## config.mk

```make
export PLATFORM = sky130hd
export DESIGN_NAME = fre_bcd_conv_flat
export DESIGN_NICKNAME = d
export VERILOG_FILES = /design/src/rtl/fre_bcd_conv_if.sv /design/src/rtl/fre_bcd_conv.sv /design/src/flat_wrapper.sv
export SDC_FILE = /design/constraint.sdc
export NUM_CORES = 1
export LEC_CHECK = 0
export CAP_MARGIN = 20
export CORE_ASPECT_RATIO = 0.5
export CORE_MARGIN = 2
export CORE_UTILIZATION = 55
export CTS_CLUSTER_SIZE = 12
export DETAILED_ROUTE_END_ITERATION = 16
export PLACE_DENSITY = 0.89
export SLEW_MARGIN = 20
export SYNTH_ARGS = -nofsm -noshare
export SYNTH_HDL_FRONTEND = slang
export SYNTH_SLANG_ARGS = --single-unit
```

## constraint.sdc

```tcl
create_clock -name clk -period 7.78 [get_ports clk]
set_input_delay 0.778 -clock clk [delete_from_list [all_inputs] [get_ports clk]]
set_output_delay 0.778 -clock clk [all_outputs]
set_load 0.05 [all_outputs]
```

## src/rtl/fre_bcd_conv_if.sv

```systemverilog
// Handshake/result bundle between a converter client and fre_bcd_conv.
//   start     : one-cycle convert request (client -> converter)
//   bin_in    : binary value to convert (client -> converter)
//   busy      : conversion in progress (converter -> client)
//   valid     : one-cycle pulse, results just updated (converter -> client)
//   bcd       : packed BCD digits, units in [3:0]
//   blank     : leading-zero flags per digit, bit 0 always 0
//   nz_digits : count of significant digits, 1..DIGITS
interface fre_bcd_conv_if #(
    parameter int IN_W   = 32,
    parameter int DIGITS = 10,
    parameter int CNT_W  = 4
);
    logic                  start;
    logic [IN_W-1:0]       bin_in;
    logic                  busy;
    logic                  valid;
    logic [4*DIGITS-1:0]   bcd;
    logic [DIGITS-1:0]     blank;
    logic [CNT_W-1:0]      nz_digits;

    modport master (
        output start, bin_in,
        input  busy, valid, bcd, blank, nz_digits
    );

    modport slave (
        input  start, bin_in,
        output busy, valid, bcd, blank, nz_digits
    );
endinterface

```

## src/rtl/fre_bcd_conv.sv

```systemverilog
// Sequential binary-to-BCD converter (double-dabble, one bit per clock) with
// leading-zero blanking for the display driver downstream.
//   clk : rising-edge clock
//   rst : synchronous active-high reset, aborts any conversion
//   bus : fre_bcd_conv_if.slave (start/bin_in in; busy/valid/bcd/blank/nz_digits out)
// A start in IDLE snapshots bin_in; IN_W shift cycles later the result,
// blank mask and digit count are registered together with a valid pulse.
module fre_bcd_conv #(
    parameter int IN_W   = 32,
    parameter int DIGITS = 10,
    parameter int CNT_W  = 4
) (
    input  logic           clk,
    input  logic           rst,
    fre_bcd_conv_if.slave  bus
);
    localparam int CW = $clog2(IN_W + 1);
    localparam logic [DIGITS-1:0] RST_BLANK = ~DIGITS'(1);

    typedef enum logic {IDLE, SHIFT} state_t;

    state_t              state, state_nxt;
    logic [IN_W-1:0]     sr, sr_nxt;
    logic [4*DIGITS-1:0] work, adj, work_nxt;
    logic [CW-1:0]       cnt;
    logic                last;
    logic [DIGITS-1:0]   blank_c;
    logic [CNT_W-1:0]    nz_c;

    logic                valid_q;
    logic [4*DIGITS-1:0] bcd_q;
    logic [DIGITS-1:0]   blank_q;
    logic [CNT_W-1:0]    nz_q;
    logic                busy_c;

    assign last = (cnt == CW'(IN_W - 1));

    // State register
    always_ff @(posedge clk) begin
        if (rst) state <= IDLE;
        else     state <= state_nxt;
    end

    // Next-state logic
    always_comb begin
        state_nxt = state;
        case (state)
            IDLE:  if (bus.start) state_nxt = SHIFT;
            SHIFT: if (last)      state_nxt = IDLE;
            default: state_nxt = IDLE;
        endcase
    end

    // Output logic
    always_comb begin
        busy_c = (state == SHIFT);
    end

    // One double-dabble step: add-3 on digits >= 5 (no inter-digit carry),
    // then shift the concatenated {digits, shift register} left by one.
    always_comb begin
        for (int d = 0; d < DIGITS; d++) begin
            adj[d*4 +: 4] = (work[d*4 +: 4] >= 4'd5) ? work[d*4 +: 4] + 4'd3
                                                     : work[d*4 +: 4];
        end
        {work_nxt, sr_nxt} = {adj, sr} << 1;
    end

    // Blanking from the final digits: scan from the top, a digit is blank
    // until the first nonzero digit is seen. Units digit is never blanked.
    always_comb begin
        logic             seen;
        logic [CNT_W-1:0] zeros;
        seen    = 1'b0;
        zeros   = '0;
        blank_c = '0;
        for (int i = DIGITS - 1; i >= 1; i--) begin
            if (work_nxt[i*4 +: 4] != 4'd0) seen = 1'b1;
            blank_c[i] = ~seen;
            zeros      = zeros + CNT_W'(blank_c[i]);
        end
        nz_c = CNT_W'(DIGITS) - zeros;
    end

    // Datapath and result registers
    always_ff @(posedge clk) begin
        if (rst) begin
            sr      <= '0;
            work    <= '0;
            cnt     <= '0;
            valid_q <= 1'b0;
            bcd_q   <= '0;
            blank_q <= RST_BLANK;
            nz_q    <= CNT_W'(1);
        end else begin
            valid_q <= 1'b0;
            case (state)
                IDLE: begin
                    if (bus.start) begin
                        sr   <= bus.bin_in;
                        work <= '0;
                        cnt  <= '0;
                    end
                end
                SHIFT: begin
                    sr   <= sr_nxt;
                    work <= work_nxt;
                    cnt  <= cnt + CW'(1);
                    if (last) begin
                        bcd_q   <= work_nxt;
                        blank_q <= blank_c;
                        nz_q    <= nz_c;
                        valid_q <= 1'b1;
                    end
                end
                default: ;
            endcase
        end
    end

    assign bus.busy      = busy_c;
    assign bus.valid     = valid_q;
    assign bus.bcd       = bcd_q;
    assign bus.blank     = blank_q;
    assign bus.nz_digits = nz_q;
endmodule
```

## src/flat_wrapper.sv

```systemverilog
// flat-port wrapper written by rule: the top's interface ports become plain ports
module fre_bcd_conv_flat 
#(
    parameter int IN_W   = 32,
    parameter int DIGITS = 10,
    parameter int CNT_W  = 4
)
  (clk, rst, bus_start, bus_bin_in, bus_busy, bus_valid, bus_bcd, bus_blank, bus_nz_digits);
  fre_bcd_conv_if #(.IN_W(IN_W), .DIGITS(DIGITS), .CNT_W(CNT_W)) bus_i ();
  input  logic clk;
  input  logic rst;
  input wire logic [$bits(bus_i.start)-1:0] bus_start;
  input wire logic [$bits(bus_i.bin_in)-1:0] bus_bin_in;
  output wire logic [$bits(bus_i.busy)-1:0] bus_busy;
  output wire logic [$bits(bus_i.valid)-1:0] bus_valid;
  output wire logic [$bits(bus_i.bcd)-1:0] bus_bcd;
  output wire logic [$bits(bus_i.blank)-1:0] bus_blank;
  output wire logic [$bits(bus_i.nz_digits)-1:0] bus_nz_digits;
  assign bus_i.start = bus_start;
  assign bus_i.bin_in = bus_bin_in;
  assign bus_busy = bus_i.busy;
  assign bus_valid = bus_i.valid;
  assign bus_bcd = bus_i.bcd;
  assign bus_blank = bus_i.blank;
  assign bus_nz_digits = bus_i.nz_digits;
  fre_bcd_conv #(.IN_W(IN_W), .DIGITS(DIGITS), .CNT_W(CNT_W)) u_core (.clk(clk), .rst(rst), .bus(bus_i));
endmodule
```

Yosys cells after proc, flatten, opt, wreduce, memory -nomap -nowiden
Index checks and enable logic that the tools add are counted.

Bits in registers: 133. Input bits: 35. Output and inout bits: 56. Word-level logic and storage cells: 90.

Add/subtract/negate cells: 20. Magnitude comparators: 10. Eq/ne operators: 2. Mux-type cells: 29. Bitwise gates (word level): 10. Reduce and logical (&&, ||, !) cells: 11.

Operators with widths (number): one-hot mux 40 bit (2 select lines) (1); one-hot mux 32 bit (2 select lines) (1); >= comparator 4 x 3 -> 1 bit (second input constant) (10); 2-to-1 mux 40 bit (1); adder 4 x 2 -> 4 bit (second input constant) (9); 2-to-1 mux 4 bit (9); nonzero test 4 bit (9); 2-to-1 mux 32 bit (1); adder 4 x 1 -> 4 bit (7); 2-to-1 mux 1 bit (12); one-hot mux 6 bit (2 select lines) (1); NOT 1 bit (10); adder 6 x 1 -> 6 bit (second input constant) (1); == test 6 x 5 -> 1 bit (second input constant) (1); 2-to-1 mux 6 bit (1); subtractor 4 bit (first input constant) (1); adder 3 x 2 -> 3 bit (second input constant) (1); 2-to-1 mux 3 bit (1); adder 1 x 1 -> 2 bit (1); != test 2 bit (second input constant) (1); one-hot mux 1 bit (2 select lines) (1); AND reduction 2 bit (1); OR reduction 2 bit (1).

Longest topological paths before layout
Gate-level depths: netlist (run 1).

Depth in word-level cells: 15. Mapped depth: 15. Depth with buffers taken out: 15.

Worst setup path before layout (run 1)
Ideal clock, no wire load.

Kind: register -> register. From: register u_core.work[36]. To: register u_core.nz_q[3], in the netlist u_core.bus.nz_digits[3]. Library setup time: 0.086 ns. Data arrival time: 3.486 ns. Data required time: 7.694 ns. Setup slack: 4.209 ns. Stages on the path, launching flop included: 16. Path buffers: 0. Clock period less this slack: 3.571 ns. Cell sequence: dfxtp_1 > inv_1 > ha_1 > nand2b_1 > a21oi_1 > mux2i_1 > nor4b_4 > nand4_2 > inv_1 > ha_1 > fa_1 > inv_1 > fa_1 > ha_1 > xnor2_1 > a211oi_1.

Word-level cells in the longest chain between the ends: 15. Elaborated cells between the ends (all ways): 31. Classes of those cells: add/sub: 10; order compare: 1; mux: 10; bitwise: 9; reduce/logical: 1.

Ends and longest elaborated chain: from (decl) (RTL line fre_bcd_conv.sv:24) `logic [4*DIGITS-1:0] work, adj, work_nxt;`; from (signal assigned) (RTL line fre_bcd_conv.sv:107) `work <= work_nxt;`; >= comparator 4 x 3 -> 1 bit / adder 3 x 2 -> 3 bit (equally long branches) (RTL line fre_bcd_conv.sv:63) `adj[d*4 +: 4] = (work[d*4 +: 4] >= 4'd5) ? work[d*4 +: 4] + 4'd3`; 2-to-1 mux 3 bit (*) (RTL line fre_bcd_conv.sv:63); nonzero test 4 bit (*) (RTL line fre_bcd_conv.sv:78) `if (work_nxt[i*4 +: 4] != 4'd0) seen = 1'b1;`; 2-to-1 mux 1 bit (*) (RTL line fre_bcd_conv.sv:78); 2-to-1 mux 1 bit (RTL line fre_bcd_conv.sv:78); NOT 1 bit / 2-to-1 mux 1 bit (equally long branches) (RTL line fre_bcd_conv.sv:79, fre_bcd_conv.sv:78); adder 1 x 1 -> 2 bit (tied with other cells) (RTL line fre_bcd_conv.sv:80) `zeros = zeros + CNT_W'(blank_c[i]);`; adder 4 x 1 -> 4 bit (tied with other cells) (5 in series) (RTL line fre_bcd_conv.sv:80); adder 4 x 1 -> 4 bit / NOT 1 bit (equally long branches) (RTL line fre_bcd_conv.sv:80, fre_bcd_conv.sv:79); adder 4 x 1 -> 4 bit (*) (RTL line fre_bcd_conv.sv:80); subtractor 4 bit (*) (RTL line fre_bcd_conv.sv:82) `nz_c = CNT_W'(DIGITS) - zeros;`; to (signal assigned) (RTL line fre_bcd_conv.sv:112) `nz_q <= nz_c;`; to (decl) (RTL line fre_bcd_conv.sv:33) `logic [CNT_W-1:0] nz_q;`.

Every way passes the cells marked *; elsewhere a longest branch is shown, timed or not. A chain may end at the register's enable or synchronous reset.

Final worst setup path (run 1)
Same ends and word-level chain as after synthesis.

==> parameters.txt, run 1 <==
Parameter                              Value

Logic synthesis
  Leading cell type by number of instances after synthesis ... dfxtp_1
  Compound-Gate Fraction of Synth Area ... 0.159
  Post-synth EDFFs ... 0
  Syn_area_per_cell ... 7.97 um^2
  Cells after Synth ... 818
  Fraction of registers with async set or reset after synthesis ... 0
  Simple-Gate Fraction of Synth Area ... 0.234
  Adder and majority cell fraction of the synthesized area ... 0.0579
  Flip-flop and latch count after synthesis ... 133
  Distinct cell type count after synthesis ... 49
  Multiplexer area fraction after synthesis ... 0.0752
  Synthesized Nets ... 882
  Syn. warnings ... 0
  Synth top area share ... 0.408
  Xor/xnor cell area share of the yosys netlist ... 0.0148
  Post-synthesis instance area ... 6520 um^2
  Sequential fraction of the synthesis area ... 0.408
  Top area cells in the synthesized netlist ... dfxtp_1 (41%), a21oi_1 (9.5%), nor2_1 (7.5%)
  Largest area contributor in the synthesized netlist ... dfxtp_1
  Main combinational cell family by area after synthesis ... simple AND/OR/NAND/NOR gates
  Most used flip-flop cell after synthesis ... dfxtp_1
  Most numerous cell types in the synthesized netlist ... dfxtp_1 (133), nor2_1 (131), a21oi_1 (124)

Critical path
  Capture point of the worst reg-to-reg path ... u_core.bus.nz_digits[3]
  Type of element capturing the critical path ... flop
  Category of the most critical setup path ... flop to flop
  Startpoint of the most critical register-to-register path ... u_core.work[36]
  Startpoint type of the worst setup path ... flop
  Required time of the critical path ... 8.10 ns
  Crit path max fanout ... 5
  Depth of the worst register-to-register path ... 15
  WP data arrival ... 4.50 ns
  Reg-to-reg slack, setup ... 3.60 ns

Layout
  Proportion of layout cells with a drive suffix above 1 ... 0.0571
  Final net count ... 944
  Fill count ... 897
  Number of inserted diodes ... 0
  Area occupied by multi-input gates ... 3540 um^2
  Register Area ... 2670 um^2
  Synth-to-layout area growth ... 23.9%

Floorplan
  Full die area ... 12800 um^2
  Die W ... 158 um
  Die extent in y ... 81.0 um
  Cell Rows ... 28
  Core footprint ... 11700 um^2
  Boundary Pins ... 91
  Initial Util ... 0.557

GRT
  Via count of the first global-routing pass ... 5421
  Overall overflow remaining after global route ... 0
  First-pass GRT wire length ... 25100 um
  Initial antenna violation count ... 0
  Maximum number of pins on one net before global-route repair ... 118
  Overall track demand over capacity in global routing ... 0.245

Placed design
  Count of buffers from port buffering ... 89
  GP Congestion ... 0.855
  Estimated wirelength of the detail-placed design ... 9480 um

Hold path
  Count of cells along the worst hold path ... 2
  Hold Path End ... u_core.bus.bcd[30]
  HP Start ... u_core.bus.bcd[30]
  Class of the most critical hold timing path ... flop to flop

Power
  Switching part of the total power ... 0.227
  Overall Power ... 1630 uW
  Switching power summed over all nets ... 370 uW
  Combinational fraction of design power ... 0.053
  Power Internal ... 1260 uW
  Fraction of power consumed by sequential logic ... 0.431
  PD cells ... 202 nW/um^2
  Worst ir drop on vdd ... 0.000177 V
  Clock share of power ... 0.515
  Static leakage ... 0.00315 uW

Detailed routing
  Vias per cell ... 5.59
  Total wire length ... 15500 um
  Number of DRC markers after the initial detailed-route iteration ... 377
  Total number of vias ... 5911
  Residual antenna-violating net count after detailed routing ... 0
  Avg WL per Cell ... 14.7 um
  DRC Markers ... 0
  Number of iterations in the first detailed-routing pass ... 5

Clocking
  Number of levels in the clock H-tree ... 4
  Clock tree buffer depth ... 2
  Sinks on the clock net ... 133
  Clk pin slew, worst setup/hold paths ... 0.06 ns
  Clock root cell ... clkbuf_16
  Later-pin clock latency in the skew report ... 0.41 ns
  Total CTS buffers ... 17
  Gates resized, CTS repair ... 0
  Count of buffers added by post-CTS timing repair for setup ... 0
  TritonCTS clock tree ... yes
  CTS hold repair buffers ... 0

STA
  Worst-Margin Slew ... 1.09 ns
  Count of final max-slew check failures ... 0
  Post-route setup TNS ... 0 ns
  Final Critical Period ... 4.18 ns
  Fmax achieved ... 0.239 GHz
  Final number of hold-violating endpoints ... 0
  Worst rel slew slack ... 0.273
  RSZ-0062 raised after global routing ... false
  Final critical-path share of the clock period ... 0.538
  Total setup violations reported at the end of the flow ... 0
  Post-Route Skew ... 0.00764 ns

Status
  Outcome ... finished clean

Flow run
  Max-Cap Viols ... 0
flip-flops by register name, summed over array words and instances, names as in the netlist:
register,count
u_core.bus.blank,9
u_core.bus.busy,1
u_core.bus.valid,1
u_core.cnt,6
u_core.sr,32
u_core.work,40
u_core.bus.nz_digits,4
u_core.bus.bcd,40
kinds of logic (layout without fill, tap and decap cells):
logic type / Yosys count / in the layout
buffers and inverters: 86 / 161
XOR/XNOR: 11 / 11
adder cells (fa/ha/maj): 29 / 29
AO/OA/AOI/OAI: 184 / 184
other: 1 / 1
flip-flops: 133 / 133
AND/OR/NAND/NOR: 325 / 325
multiplexers: 49 / 49
how the worst max path moves through the flow:
stage	slack [ns]	startpoint	end	cells after the start
floorplan	4.21	u_core.work[36]	u_core.bus.nz_digits[3]	15
global placement	3.98	u_core.work[36]	u_core.bus.nz_digits[3]	15
detailed placement	3.81	u_core.work[16]	u_core.bus.nz_digits[3]	15
CTS	3.63	u_core.work[36]	u_core.bus.nz_digits[3]	15
global route	3.34	u_core.work[36]	u_core.bus.nz_digits[3]	15
finish	3.60	u_core.work[36]	u_core.bus.nz_digits[3]	15
layer usage:
layer	routed length (um)	vias up	GRT usage
met5	0	-	0
met4	297	0	0.110
met3	945	28	0.0608
met2	7520	198	0.407
met1	6750	2773	0.306
li1	-	2912	-
through the flow:
step                utilization  instances  setup slack, ns  hold slack [ns]  instance area, um^2
floorplan                     -        818             4.21            0.445                 6520
global placement          0.638       1026             3.98            0.443                 7460
detailed placement        0.638       1026             3.81            0.449                 7460
CTS                       0.691       1058             3.63            0.457                 8080
global route              0.691       1058             3.34            0.479                 8080
finish                    0.691       1058             3.60            0.453                 8080
cell type report:
cell class,count,share of cell area
multi-input cells,599,0.438
well taps,165,0.0255
inverters,35,0.0163
repair buffers,94,0.114
flip-flops and latches,133,0.330
clock inverters,12,0.0186
clock buffers,20,0.0579
worst max-delay path, stage by stage, from the launching register on:
cell	delay, ns
dfxtp_1	0.34
inv_1	0.11
ha_1	0.25
nand2b_1	0.09
a21oi_1	0.36
mux2i_1	0.39
nor4b_4	0.39
nand4_2	0.26
inv_1	0.12
ha_1	0.24
fa_1	0.49
inv_1	0.06
fa_1	0.41
ha_1	0.21
xnor2_1	0.14
a211oi_1	0.23
layout by cell type, fill, tap and decap left out, types with 2 or more instances in the layout:
cell type	netlist	routed
clkinvlp_4	0	3
bufinv_16	0	3
dfxtp_1	133	132
ha_1	27	27
o211ai_1	2	2
xnor2_1	11	11
fa_1	2	2
buf_4	1	6
or3b_2	2	2
o21ai_0	24	24
nand3b_1	5	5
a21o_1	2	2
a32oi_1	2	2
clkbuf_16	0	18
nand3_1	20	20
nor3_1	31	31
a21oi_1	124	124
inv_1	35	35
a311oi_1	3	3
a211oi_1	15	15
nor3b_1	30	30
nand2b_1	10	10
clkinv_2	0	4
nand2_1	82	82
nor2_1	131	131
and2_1	3	3
mux2i_1	49	49
clkdlybuf4s50_1	0	87
o31ai_1	2	2
power by group through the flow:
stage	clock, uW	combinational [uW]	sequential (uW)
floorplan	0	61.0	713
global placement	0	83.1	717
detailed placement	0	85.7	718
CTS	845	87.0	703
global route	879	96.5	705
finish	840	87.1	703
Note: power is estimated with default switching activity, not from simulation.
==> run 2, diff against run 1 <==
--- a/config.mk
+++ b/config.mk
@@ -8,10 +8,10 @@
 export CAP_MARGIN = 20
 export CORE_ASPECT_RATIO = 0.5
 export CORE_MARGIN = 2
-export CORE_UTILIZATION = 55
+export CORE_UTILIZATION = 50
 export CTS_CLUSTER_SIZE = 12
 export DETAILED_ROUTE_END_ITERATION = 16
-export PLACE_DENSITY = 0.89
+export PLACE_DENSITY = 0.86
 export SLEW_MARGIN = 20
 export SYNTH_ARGS = -nofsm -noshare
 export SYNTH_HDL_FRONTEND = slang
==> constraint.sdc (replaced) <==
create_clock -name clk -period 3.5 [get_ports clk]
set_input_delay 0.35 -clock clk [delete_from_list [all_inputs] [get_ports clk]]
set_output_delay 0.35 -clock clk [all_outputs]
set_load 0.05 [all_outputs]
==> run 2 against run 1 <==
  * The run now ends with negative setup slack left
  * Wire length up 21%
  * Critical path depth stayed put
  * Clock skew grew 0.0031 ns
==> parameters.txt, run 2 (same netlist as run 1, synthesis figures left out) <==
Parameter                              Value

Status
  Outcome ... finished, violations left
  Violations in the final reports ... negative setup slack

Hold path
  Count of cells along the worst hold path ... 2 (unchanged)
  Class of the most critical hold timing path ... flop to flop

STA
  Post-Route Skew ... 0.0108 ns (+0.00312 ns)
  RSZ-0062 raised after global routing ... true
  Worst rel slew slack ... 0.384 (+0.111)
  Final number of hold-violating endpoints ... 0 (unchanged)
  Worst setup slack after layout ... -0.0934 ns (-3.69 ns)
  Fmax achieved ... 0.278 GHz (+16%)
  Final Critical Period ... 3.59 ns (-0.588 ns)
  Total setup violations reported at the end of the flow ... 3 (+3)
  Worst-Margin Slew ... 0.924 ns (-0.166 ns)
  Final critical-path share of the clock period ... 1.03 (+0.489)
  Count of final max-slew check failures ... 0 (unchanged)

Floorplan
  Boundary Pins ... 91 (unchanged)
  Full die area ... 14000 um^2 (+9.6%)
  Cell Rows ... 29 (+3.6%)
  Die W ... 166 um (+4.8%)
  Initial Util ... 0.513 (-0.0438)
  Core footprint ... 12700 um^2 (+8.5%)
  Die extent in y ... 84.8 um (+4.6%)

Clocking
  TritonCTS clock tree ... yes
  Clk pin slew, worst setup/hold paths ... 0.06 ns (about the same)
  Clock root cell ... clkbuf_16
  Total CTS buffers ... 17 (unchanged)
  Clock tree buffer depth ... 2 (unchanged)
  Later-pin clock latency in the skew report ... 0.42 ns (about the same)
  Number of levels in the clock H-tree ... 4 (unchanged)
  Sinks on the clock net ... 133 (unchanged)

Power
  Combinational fraction of design power ... 0.057 (+0.004)
  Overall Power ... 3610 uW (+120%)
  PD cells ... 412 nW/um^2 (+100%)
  Switching power summed over all nets ... 816 uW (+120%)
  Fraction of power consumed by sequential logic ... 0.431 (about the same)
  Worst ir drop on vdd ... 0.000338 V (+92%)
  Clock share of power ... 0.512 (-0.003)
  Static leakage ... 0.00344 uW (+9.1%)
  Switching part of the total power ... 0.226 (-0.00107)
  Power Internal ... 2790 uW (+120%)

Detailed routing
  DRC Markers ... 0 (unchanged)
  Vias per cell ... 5.76 (+3.0%)
  Avg WL per Cell ... 17.0 um (+16%)
  Total wire length ... 18800 um (+21%)
  Residual antenna-violating net count after detailed routing ... 0 (unchanged)
  Total number of vias ... 6377 (+7.9%)
  Number of iterations in the first detailed-routing pass ... 6 (+1)
  Number of DRC markers after the initial detailed-route iteration ... 481 (+28%)

GRT
  Via count of the first global-routing pass ... 5975 (+10%)
  Maximum number of pins on one net before global-route repair ... 103 (-13%)
  Overall track demand over capacity in global routing ... 0.247 (+0.00250)
  Initial antenna violation count ... 0 (unchanged)
  Overall overflow remaining after global route ... 0 (unchanged)
  First-pass GRT wire length ... 27800 um (+11%)

Placed design
  GP Congestion ... 0.844 (-1.2%)
  Count of buffers from port buffering ... 89 (unchanged)
  Post-placement cell count ... 1066 (+3.9%)
  Estimated wirelength of the detail-placed design ... 10300 um (+8.2%)
  DP Area ... 7740 um^2 (+3.8%)
  Setup WS pre-CTS ... -0.169 ns (-3.98 ns)

Layout
  Final non-filler cell total ... 1108 (+4.7%)
  Most frequent standard cell in the layout excluding fill and tap cells ... nor2_1
  Number of inserted diodes ... 0 (unchanged)
  Synth-to-layout area growth ... 34.4%
  Area of all placed cells without fillers ... 8760 um^2 (+8.4%)
  Most used cells in the layout excluding fill and tap cells ... nor2_1 (130), dfxtp_1 (120), a21oi_1 (118)
  Final net count ... 989 (+4.8%)
  Proportion of layout cells with a drive suffix above 1 ... 0.172 (+0.115)
  Fill count ... 926 (+3.2%)

Critical path
  Depth of the worst register-to-register path ... 15 (unchanged)
  Category of the most critical setup path ... flop to flop
  Required time of the critical path ... 3.84 ns (-4.26 ns)
  Startpoint type of the worst setup path ... flop
  WP data arrival ... 3.93 ns (-0.57 ns)
  Crit path max fanout ... 5 (unchanged)
  Type of element capturing the critical path ... flop

Flow run
  Max-Cap Viols ... 0 (unchanged)
==> run 2: cell types whose count changed in the layout (fill, tap and decap cells not counted), sizes merged <==
cell,delta
buf,+45
clkbuf,+3
clkinv,-1
clkinvlp,-1
inv,-1
==> run 2: through the flow <==
| stage | hold WS [ns] | setup TNS [ns] | utilization |
|---|---|---|---|
| final | 0.452 | -0.225 | 0.690 |
| after global routing | 0.476 | -0.517 | 0.690 |
| after CTS | 0.455 | 0 | 0.668 |
| after detailed placement | 0.448 | -0.206 | 0.610 |
| after global placement | 0.443 | -0.0109 | 0.610 |
| after floorplan | 0.445 | 0 | - |
==> run 2: critical path, stage by stage (launching register included) <==
cell and delay, ns:
dfxtp_2 0.35, inv_2 0.10, ha_4 0.19, nor3b_1 0.08
a21oi_1 0.24, nand3b_1 0.20, nor4b_4 0.40, nand4_2 0.20
inv_2 0.11, ha_4 0.20, fa_1 0.51, inv_1 0.06
fa_2 0.37, ha_4 0.18, xnor2_2 0.13, a211oi_2 0.20
==> run 2: final cells by class <==
class                      count  area, um^2  area share
tap                          170         213      0.0243
clock inverter                 9         125      0.0143
inverter                      35         136      0.0156
multi-input combinational    599        3870       0.442
sequential                   133        2680       0.306
timing repair buffer         139        1260       0.144
clock buffer                  23         478      0.0545
==> run 2: timing repair <==
item | CTS | global route
setup endpoints to repair | 2 | 3
hold buffers | 0 | 0
setup buffers | 5 | 5
pin swaps | 6 | 14
gates resized for setup | 25 | 61
==> run 2: per-layer routing <==
| layer | GRT usage | share of wire | up-vias | routed length (um) |
|---|---|---|---|---|
| li1 | - | - | 3012 | - |
| met1 | 0.290 | 0.40 | 2997 | 7610 |
| met2 | 0.414 | 0.48 | 289 | 9100 |
| met3 | 0.0721 | 0.071 | 79 | 1350 |
| met4 | 0.125 | 0.041 | 0 | 764 |
| met5 | 0 | 0 | - | 0 |
==> run 2: power groups by stage <==
stage          Clock (uW)  Sequential, uW  Combinational, uW
2_1_floorplan           0            1590                136
3_3_place_gp            0            1590                196
3_5_place_dp            0            1590                201
4_1_cts              1860            1550                204
5_1_grt              1930            1560                228
6_report             1850            1550                206
==> run 2: path summary, 6_finish.rpt <==
| kind | to | start | slack, ns |
|---|---|---|---|
| min reg2reg | u_core.bus.bcd[9] | u_core.bus.bcd[9] | 0.45 |
| min | u_core.bus.bcd[9] | u_core.bus.bcd[9] | 0.45 |
| max reg2reg | u_core.bus.nz_digits[3] | u_core.work[32] | -0.09 |
| max | u_core.bus.nz_digits[3] | u_core.work[32] | -0.09 |
==> run 3, diff against run 2 <==
--- a/config.mk
+++ b/config.mk
@@ -6,12 +6,14 @@
 export NUM_CORES = 1
 export LEC_CHECK = 0
 export CAP_MARGIN = 20
+export CELL_PAD_IN_SITES_DETAIL_PLACEMENT = 1
+export CELL_PAD_IN_SITES_GLOBAL_PLACEMENT = 2
 export CORE_ASPECT_RATIO = 0.5
 export CORE_MARGIN = 2
-export CORE_UTILIZATION = 50
+export CORE_UTILIZATION = 29
 export CTS_CLUSTER_SIZE = 12
 export DETAILED_ROUTE_END_ITERATION = 16
-export PLACE_DENSITY = 0.86
+export PLACE_DENSITY = 0.85
 export SLEW_MARGIN = 20
 export SYNTH_ARGS = -nofsm -noshare
 export SYNTH_HDL_FRONTEND = slang
==> run 3 against run 2 <==
  * The flow now finishes without violations
  * Total power decreased by 2.4%
  * Count of clock-buffer cells in the layout increased by 2
  * Critical path depth unchanged
  * Clock skew about the same
  * First-iteration DRC count decreased by 59%
  * Global-route usage decreased by 8.6 points
  * Flip-flop and latch count unchanged
  * Critical endpoint unchanged
  * Largest power group unchanged
==> parameters.txt, run 3 (same netlist as run 1, synthesis figures left out) <==
Parameter                              Value

STA
  Post-route setup TNS ... 0 ns (+0.225 ns)
  Final Critical Period ... 3.47 ns (-0.126 ns)
  Post-Route Skew ... 0.0105 ns (-0.000264 ns)
  Total setup violations reported at the end of the flow ... 0 (-3)
  Worst rel slew slack ... 0.331 (-0.0525)
  Fmax achieved ... 0.288 GHz (+3.6%)
  Final number of hold-violating endpoints ... 0 (unchanged)
  Final critical-path share of the clock period ... 0.991 (-0.0360)
  RSZ-0062 raised after global routing ... true
  Final worst hold slack ... 0.381 ns (-0.0704 ns)
  Worst-Margin Slew ... 1.00 ns (+0.0788 ns)
  Count of final max-slew check failures ... 0 (unchanged)

Flow run
  Max-Cap Viols ... 0 (unchanged)

Clocking
  Clk pin slew, worst setup/hold paths ... 0.06 ns (about the same)
  Number of levels in the clock H-tree ... 4 (unchanged)
  Sinks on the clock net ... 133 (unchanged)
  TritonCTS clock tree ... yes
  Later-pin clock latency in the skew report ... 0.43 ns (about the same)
  Total CTS buffers ... 17 (unchanged)
  Clock tree buffer depth ... 2 (unchanged)
  Clock root cell ... clkbuf_16

Layout
  Proportion of layout cells with a drive suffix above 1 ... 0.182 (+0.00999)
  Most used cells in the layout excluding fill and tap cells ... nor2_1 (131), dfxtp_1 (122), a21oi_1 (117)
  Final net count ... 1011 (+2.2%)
  Synth-to-layout area growth ... 38.7%
  Most frequent standard cell in the layout excluding fill and tap cells ... nor2_1
  Number of inserted diodes ... 0 (unchanged)
  Post-layout util ... 0.414 (-0.276)

Critical path
  Category of the most critical setup path ... flop to flop
  Reg-to-reg slack, setup ... 0.03 ns (+0.13 ns)
  Startpoint of the most critical register-to-register path ... u_core.work[29]
  Cell at the slowest stage of the critical path ... fa_1
  Depth of the worst register-to-register path ... 15 (unchanged)
  WP data arrival ... 3.81 ns (-0.12 ns)
  Critical-path cell list ... inv_2, ha_2, nand2b_4, nor3b_4, nand3b_1, nor4b_4, nand4_2, inv_2, ha_4, fa_1, inv_2, fa_2, ha_4, xnor2_2, a211oi_2
  Capture point of the worst reg-to-reg path ... u_core.bus.nz_digits[3]
  Most frequent CP cell ... inv_2
  Required time of the critical path ... 3.84 ns (about the same)
  Delay of the slowest cell on the worst path ... 0.51 ns (about the same)
  Count of buffering cells on the critical path with inverters included ... 3 (unchanged)
  Type of element capturing the critical path ... flop
  Crit path max fanout ... 3 (-2)
  Startpoint type of the worst setup path ... flop
  Largest delay contributor family on the critical path ... adder cells

Power
  Worst ir drop on vdd ... 0.000340 V (+0.48%)
  Static leakage ... 0.00352 uW (+2.3%)
  PD cells ... 390 nW/um^2 (-5.4%)

Floorplan
  Die extent in y ... 110 um (+30%)
  Die W ... 216 um (+31%)
  Boundary Pins ... 91 (unchanged)
  Initial Util ... 0.298 (-0.215)
  Cell Rows ... 38 (+31%)
  Full die area ... 23800 um^2 (+69%)
  Core footprint ... 21900 um^2 (+72%)

GRT
  First-pass GRT wire length ... 30400 um (+9.6%)
  Maximum number of pins on one net before global-route repair ... 125 (+21%)
  Via count of the first global-routing pass ... 6200 (+3.8%)
  Overall overflow remaining after global route ... 0 (unchanged)
  Initial antenna violation count ... 0 (unchanged)
  Overall track demand over capacity in global routing ... 0.161 (-0.0863)

Detailed routing
  Avg WL per Cell ... 15.2 um (-10%)
  Vias per cell ... 4.88 (-15%)
  Number of DRC markers after the initial detailed-route iteration ... 199 (-59%)
  DRC Markers ... 0 (unchanged)
  Total number of vias ... 6143 (-3.7%)
  Total wire length ... 19200 um (+1.7%)
  Residual antenna-violating net count after detailed routing ... 0 (unchanged)
  Number of iterations in the first detailed-routing pass ... 4 (-2)

Hold path
  HP Start ... rst
  Count of cells along the worst hold path ... 2 (unchanged)
  Class of the most critical hold timing path ... input port to flop
  Hold Path End ... u_core.work[18]

Placed design
  Estimated wirelength of the detail-placed design ... 12400 um (+21%)
  Count of buffers from port buffering ... 89 (unchanged)
  GP Congestion ... 0.791 (-6.3%)

Status
  Outcome ... finished clean
[run 3: changes by cell type in the layout (fill, tap and decap cells not counted), moves of 2 or more]
cell and change:
buf_4 +19, inv_2 -6, inv_1 +5, dfxtp_2 -4, mux2i_2 +3, a21oi_2 +2
buf_12 +2, clkbuf_1 +2, clkinvlp_4 -2, dfxtp_1 +2, dfxtp_4 +2, mux2i_1 -2
nand3_2 +2
[run 3: final cells by class]
cell class / instances / area (um^2)
sequential: 133 / 2680
inverter: 35 / 139
fill: 2597 / 12800
clock inverter: 5 / 75.1
multi-input combinational: 599 / 3830
timing repair buffer: 161 / 1450
tap: 300 / 375
clock buffer: 25 / 485
[run 3: metrics by stage]
step                instances  cell area (um^2)  total power, uW  worst slack (ns)
detailed placement       1217              8090             1800            -0.288
global placement         1217              8090             1790            -0.109
global route             1258              9040             3670            -0.119
floorplan                 818              6530             1720            0.0111
CTS                      1249              8740             3580           0.00383
finish                   1258              9040             3520            0.0326
[run 3: layer usage]
layer	part of all wire	track usage
met1	0.45	0.189
met5	0	0
met2	0.49	0.282
met4	0.014	0.0607
met3	0.046	0.0488
[run 3: how the worst max path moves through the flow]
stage | cells past startpoint | from | slack (ns) | endpoint
after global routing | 17 | u_core.work[25] | -0.12 | u_core.bus.nz_digits[3]
after floorplan | 15 | u_core.work[36] | 0.01 | u_core.bus.nz_digits[3]
after global placement | 15 | u_core.work[12] | -0.11 | u_core.bus.nz_digits[3]
after detailed placement | 15 | u_core.work[17] | -0.29 | u_core.bus.nz_digits[3]
after CTS | 15 | u_core.work[4] | 0.004 | u_core.bus.nz_digits[3]
final | 15 | u_core.work[29] | 0.03 | u_core.bus.nz_digits[3]
[run 3: worst reg2reg max path, cell delays in order (launching register included)]
cell	delay [ns]
dfxtp_2	0.33
inv_2	0.05
ha_2	0.16
nand2b_4	0.14
nor3b_4	0.15
nand3b_1	0.25
nor4b_4	0.38
nand4_2	0.17
inv_2	0.09
ha_4	0.19
fa_1	0.51
inv_2	0.04
fa_2	0.36
ha_4	0.18
xnor2_2	0.14
a211oi_2	0.24
[run 3: power by group]
group,switching (uW),internal (uW)
clock network,666,1090
logic,120,83.6
registers,22.8,1540
total,809,2720
[run 3: repair_timing]
action                                  CTS  global route
pin swaps                                 9            19
setup buffers                             2             9
hold buffers                              0             0
endpoints found under the setup margin    3             3
gates resized for setup                  24            55
